--- config.mk ---
export PLATFORM = sky130hd
export DESIGN_NAME = crc32_byte_step
export DESIGN_NICKNAME = d
export VERILOG_FILES = /design/src/rtl/crc32_pkg.sv /design/src/rtl/crc32_frame_checker_byte_step.sv
export SDC_FILE = /design/constraint.sdc
export NUM_CORES = 1
export LEC_CHECK = 0
export CORE_MARGIN = 8
export CORE_UTILIZATION = 60
export DETAILED_ROUTE_END_ITERATION = 8
export DONT_BUFFER_PORTS = 1
export GPL_TIMING_DRIVEN = 0
export PLACE_DENSITY = 0.76
export SLEW_MARGIN = 20
export SYNTH_ARGS = -nofsm -noshare
export SYNTH_HDL_FRONTEND = slang
export SYNTH_SLANG_ARGS = --single-unit
export TNS_END_PERCENT = 50
--- constraint.sdc ---
create_clock -name vclk -period 2.3
set_input_delay 0.46 -clock vclk [all_inputs]
set_output_delay 0.46 -clock vclk [all_outputs]
set_load 0.005 [all_outputs]
--- src/rtl/crc32_pkg.sv ---
// Shared CRC-32 (reflected, poly 0xEDB88320) constants, FSM state type and
// byte-update function used by both the generator and the frame checker.
package crc32_pkg;

  localparam logic [31:0] CRC32_POLY    = 32'hEDB88320;
  localparam logic [31:0] CRC32_INIT    = 32'hFFFFFFFF;
  localparam logic [31:0] CRC32_XOROUT  = 32'hFFFFFFFF;
  localparam logic [31:0] CRC32_RESIDUE = 32'hDEBB20E3;

  typedef enum logic {
    IDLE = 1'b0,
    RECV = 1'b1
  } crc32_state_t;

  // Advance the register over one byte, LSB first.
  function automatic logic [31:0] crc32_byte_update(input logic [31:0] crc,
                                                    input logic [7:0]  data);
    logic [31:0] c;
    c = crc ^ {24'h000000, data};
    for (int i = 0; i < 8; i++) begin
      if (c[0]) begin
        c = {1'b0, c[31:1]} ^ CRC32_POLY;
      end else begin
        c = {1'b0, c[31:1]};
      end
    end
    return c;
  endfunction

endpackage

--- src/rtl/crc32_frame_checker_byte_step.sv ---
// Combinational CRC-32 step: current register plus one byte gives the next register.
module crc32_byte_step
  import crc32_pkg::*;
(
  input  logic [31:0] crc,
  input  logic [7:0]  data,
  output logic [31:0] next_crc
);

  assign next_crc = crc32_byte_update(crc, data);

endmodule

## Word level (Yosys, flattened, before mapping)

Index checks and enable logic that the tools add are counted.

- Mux-type cells: 8
- Bitwise gates (word level): 9

Operators by type and width:

| cell | count |
|---|---|
| 32-bit two-way mux | 8 |
| 13-bit inverter with 14-bit output | 8 |
| 32-bit by 8-bit XOR with 32-bit output | 1 |

- Flip-flop bits (word level): 0
- Bits of input ports: 40
- Output and inout port bits: 32
- Word-level logic and storage cells: 17

## Longest topological paths before layout

- Depth in word-level cells: 17
- Mapped depth: 4
- Depth with buffers taken out: 4

## Least setup slack after synthesis

OpenSTA, ideal clock, no wires.

- Kind: input to output
- From: in data[1]
- To: out next_crc[20]
- Arrival: 1.767 ns
- Setup slack: 0.073 ns
- Stages on the path: 4
- Path buffers: 0
- Path through: xor2_4 > xnor3_2 > xnor3_2 > xnor2_1

- Cells in the longest elaborated chain, start to end: 13

RTL lines:

| item | line | source |
|---|---|---|
| start, declared | crc32_frame_checker_byte_step.sv:6 | `input logic [7:0] data,` |
| 32-bit by 8-bit XOR with 32-bit output * | crc32_pkg.sv:19 | `c = crc ^ {24'h000000, data};` |
| 32-bit two-way mux * (3 in series) | crc32_pkg.sv:21 | `if (c[0]) begin` |
| 13-bit inverter with 14-bit output (no line) | n/a |  |
| 32-bit two-way mux * | crc32_pkg.sv:21 |  |
| 13-bit inverter with 14-bit output (no line) | n/a |  |
| 32-bit two-way mux * (2 in series) | crc32_pkg.sv:21 |  |
| 13-bit inverter with 14-bit output (no line) | n/a |  |
| 32-bit two-way mux * | crc32_pkg.sv:21 |  |
| 13-bit inverter with 14-bit output (no line) | n/a |  |
| 32-bit two-way mux * | crc32_pkg.sv:21 |  |
| end, declared | crc32_frame_checker_byte_step.sv:7 | `output logic [31:0] next_crc` |

Every way passes the cells marked *; elsewhere a longest branch is shown, timed or not.

## Worst setup path in the final report

- From: in data[0]
- To: out next_crc[23]

- Cells in the longest elaborated chain, start to end: 14

RTL lines:

| item | line |
|---|---|
| 32-bit by 8-bit XOR with 32-bit output * | crc32_pkg.sv:19 |
| 32-bit two-way mux * | crc32_pkg.sv:21 |
| 13-bit inverter with 14-bit output (no line) | n/a |
| 32-bit two-way mux * (2 in series) | crc32_pkg.sv:21 |
| 13-bit inverter with 14-bit output (no line) | n/a |
| 32-bit two-way mux * | crc32_pkg.sv:21 |
| 13-bit inverter with 14-bit output (no line) | n/a |
| 32-bit two-way mux * (2 in series) | crc32_pkg.sv:21 |
| 13-bit inverter with 14-bit output (no line) | n/a |
| 32-bit two-way mux * | crc32_pkg.sv:21 |
| 13-bit inverter with 14-bit output (no line) | n/a |
| 32-bit two-way mux * | crc32_pkg.sv:21 |

Marked as above.

==> impl_metrics.env <==
export IMPL_worstPathMaxFanout=5
export IMPL_synth_compound_area_share_pct=0
export IMPL_track_usage_pct=11.0
export IMPL_crit_path_max_incr_delay_ns=0.49
export IMPL_grt_overflow_total=0
export IMPL_synth_simple_area_share_pct=0
export IMPL_rsz0062_at_grt="yes"
export IMPL_ys_types=8
export IMPL_core_area_sq_um=1300
export IMPL_drive_above_1_share_pct=21.6
export IMPL_power_density_nw_per_um2=718
export IMPL_grt_antenna_before_repair=0
export IMPL_final_util_pct=67.3
export IMPL_via_count=483
export IMPL_cp_arrival_ns=1.78
export IMPL_maxSlewViolCount=0
export IMPL_rows=13
export IMPL_endpoint_kind="output port"
export IMPL_cp_slowest_cell="xnor3_2"
export IMPL_start_kind="primary input"
export IMPL_whs_ns=0.985
export IMPL_dieArea_sq_um=2830
export IMPL_required_ns=1.84
export IMPL_multi_input_area_sq_um=842
export IMPL_place_congestion=0.681
export IMPL_avgSynthCellArea_sq_um=11.5
export IMPL_n_clock_buffer=0
export IMPL_ir_worst_vdd_mv=0.447
export IMPL_drv_cap=0
export IMPL_drtIter0Drc=4
export IMPL_setup_worst_path_class="in2out"
export IMPL_yosysWarnings=0
export IMPL_syn_nets=112
export IMPL_synthAdderAreaFrac_pct=0
export IMPL_design_seq_count=0
export IMPL_die_x_um=53.2
export IMPL_post_drt_wl_per_cell_um=19.6
export IMPL_period_share_pct=97.2
export IMPL_drt_first_pass_iters=4
export IMPL_hold_viol=0
export IMPL_seq_area_sq_um=0
export IMPL_nets=116
export IMPL_route_detailed_drc=0
export IMPL_max_freq_ghz=0.447
export IMPL_relSlewSlack_pct=65.0
export IMPL_p_leak_nw=0.313
export IMPL_ys_seq_area_share_pct=0
export IMPL_grt_pass1_wl_mm=2.48
export IMPL_netlist_instances=72
export IMPL_die_y_um=53.2
export IMPL_layout_common_cells="46 x xnor2_1, 10 x xor2_1, 5 x xnor2_2"
export IMPL_initial_core_util_pct=63.8
export IMPL_fillers=103
export IMPL_layout_commonest_cell="xnor2_1"
export IMPL_syn2layout_area_growth_pct=5.42
export IMPL_dp_cells=87
export IMPL_fin_cells=89
export IMPL_portBuffers=0
export IMPL_via_per_inst=5.43
export IMPL_antenna_left=0
export IMPL_final_area_sq_um=876
export IMPL_post_route_min_period_ns=2.24
export IMPL_critical_path_cell_chain="xnor2_4, xnor3_2, xnor3_2, xnor2_1"
export IMPL_antennaDiodeCount=0
export IMPL_syn_cell_area_sq_um=831
export IMPL_worstMarginPinSlew_ns=0.521
export IMPL_grt_max_degree=8
export IMPL_synth_top_family_by_area="XOR/XNOR gates"
export IMPL_cp_common_cell="xnor3_2"
export IMPL_hold_depth=1
export IMPL_synth_xor_area_share_pct=100
export IMPL_status="finished, final reports clean"
export IMPL_grt_pass1_vias=556
export IMPL_wirelength_mm=1.75
export IMPL_synthMuxAreaShare_pct=0
export IMPL_setup_violations_final=0
export IMPL_hp_class="in2out"
export IMPL_place_area_sq_um=850
export IMPL_pin_count=72
[where the power goes]
| group | leakage, nW | internal, mW | switching, mW |
|---|---|---|---|
| Combinational | 0.313 | 0.317 | 0.312 |
| Sequential | 0 | 0 | 0 |
| Clock | 0 | 0 | 0 |
| Total | 0.313 | 0.317 | 0.312 |
[cells by family (layout without fill, tap and decap cells)]
logic type                Yosys count  in the layout
xor gates and xnor gates           72             72
buffers and inverters               0              2
[per-stage QoR]
step                      power (mW)  TNS (ns)  setup WS [ns]
after floorplan                0.558         0         0.0728
after global placement         0.632   -0.0413        -0.0209
after detailed placement       0.638   -0.0670        -0.0364
after CTS                      0.649         0         0.0321
after global routing           0.684  -0.00187       -0.00187
final                          0.629         0         0.0643
[final cells by class]
class	instances	share of cell area [%]
timing repair buffer	2	1.71
multi-input combinational	72	96.1
tap	15	2.14
[timing repair]
item | 4_1_cts | 5_1_grt
hold endpoints to repair | 0 | 0
pin swaps | 2 | 0
hold buffers | 0 | 0
setup endpoints to repair | 2 | 1
gates resized for setup | 1 | 0
buffers inserted | 2 | 0
[synthesized netlist by cell type]
master	count	area (sq um)
xor2_1	10	87.6
xnor3_1	2	45.0
xor2_2	1	16.3
xnor3_2	3	71.3
xnor2_2	6	97.6
xor2_4	1	27.5
xnor2_1	46	403
xnor2_4	3	82.6
[final timing paths]
path / to / from
min: next_crc[1] / crc[9]
max: next_crc[23] / data[0]
[metal layers]
layer	part of all wire [%]	GRT usage [%]	routed length, um	vias to the layer above
met5	0	0	0	-
met4	0	0	0	0
met3	15	2.52	257	0
met2	55	22.3	952	37
met1	31	11.7	535	220
li1	-	-	-	226
[critical path: cells and delay by family]
family / cells / cell delay [ns]
xor gates and xnor gates: 4 / 1.31
Power figures use the tool's default switching activity.
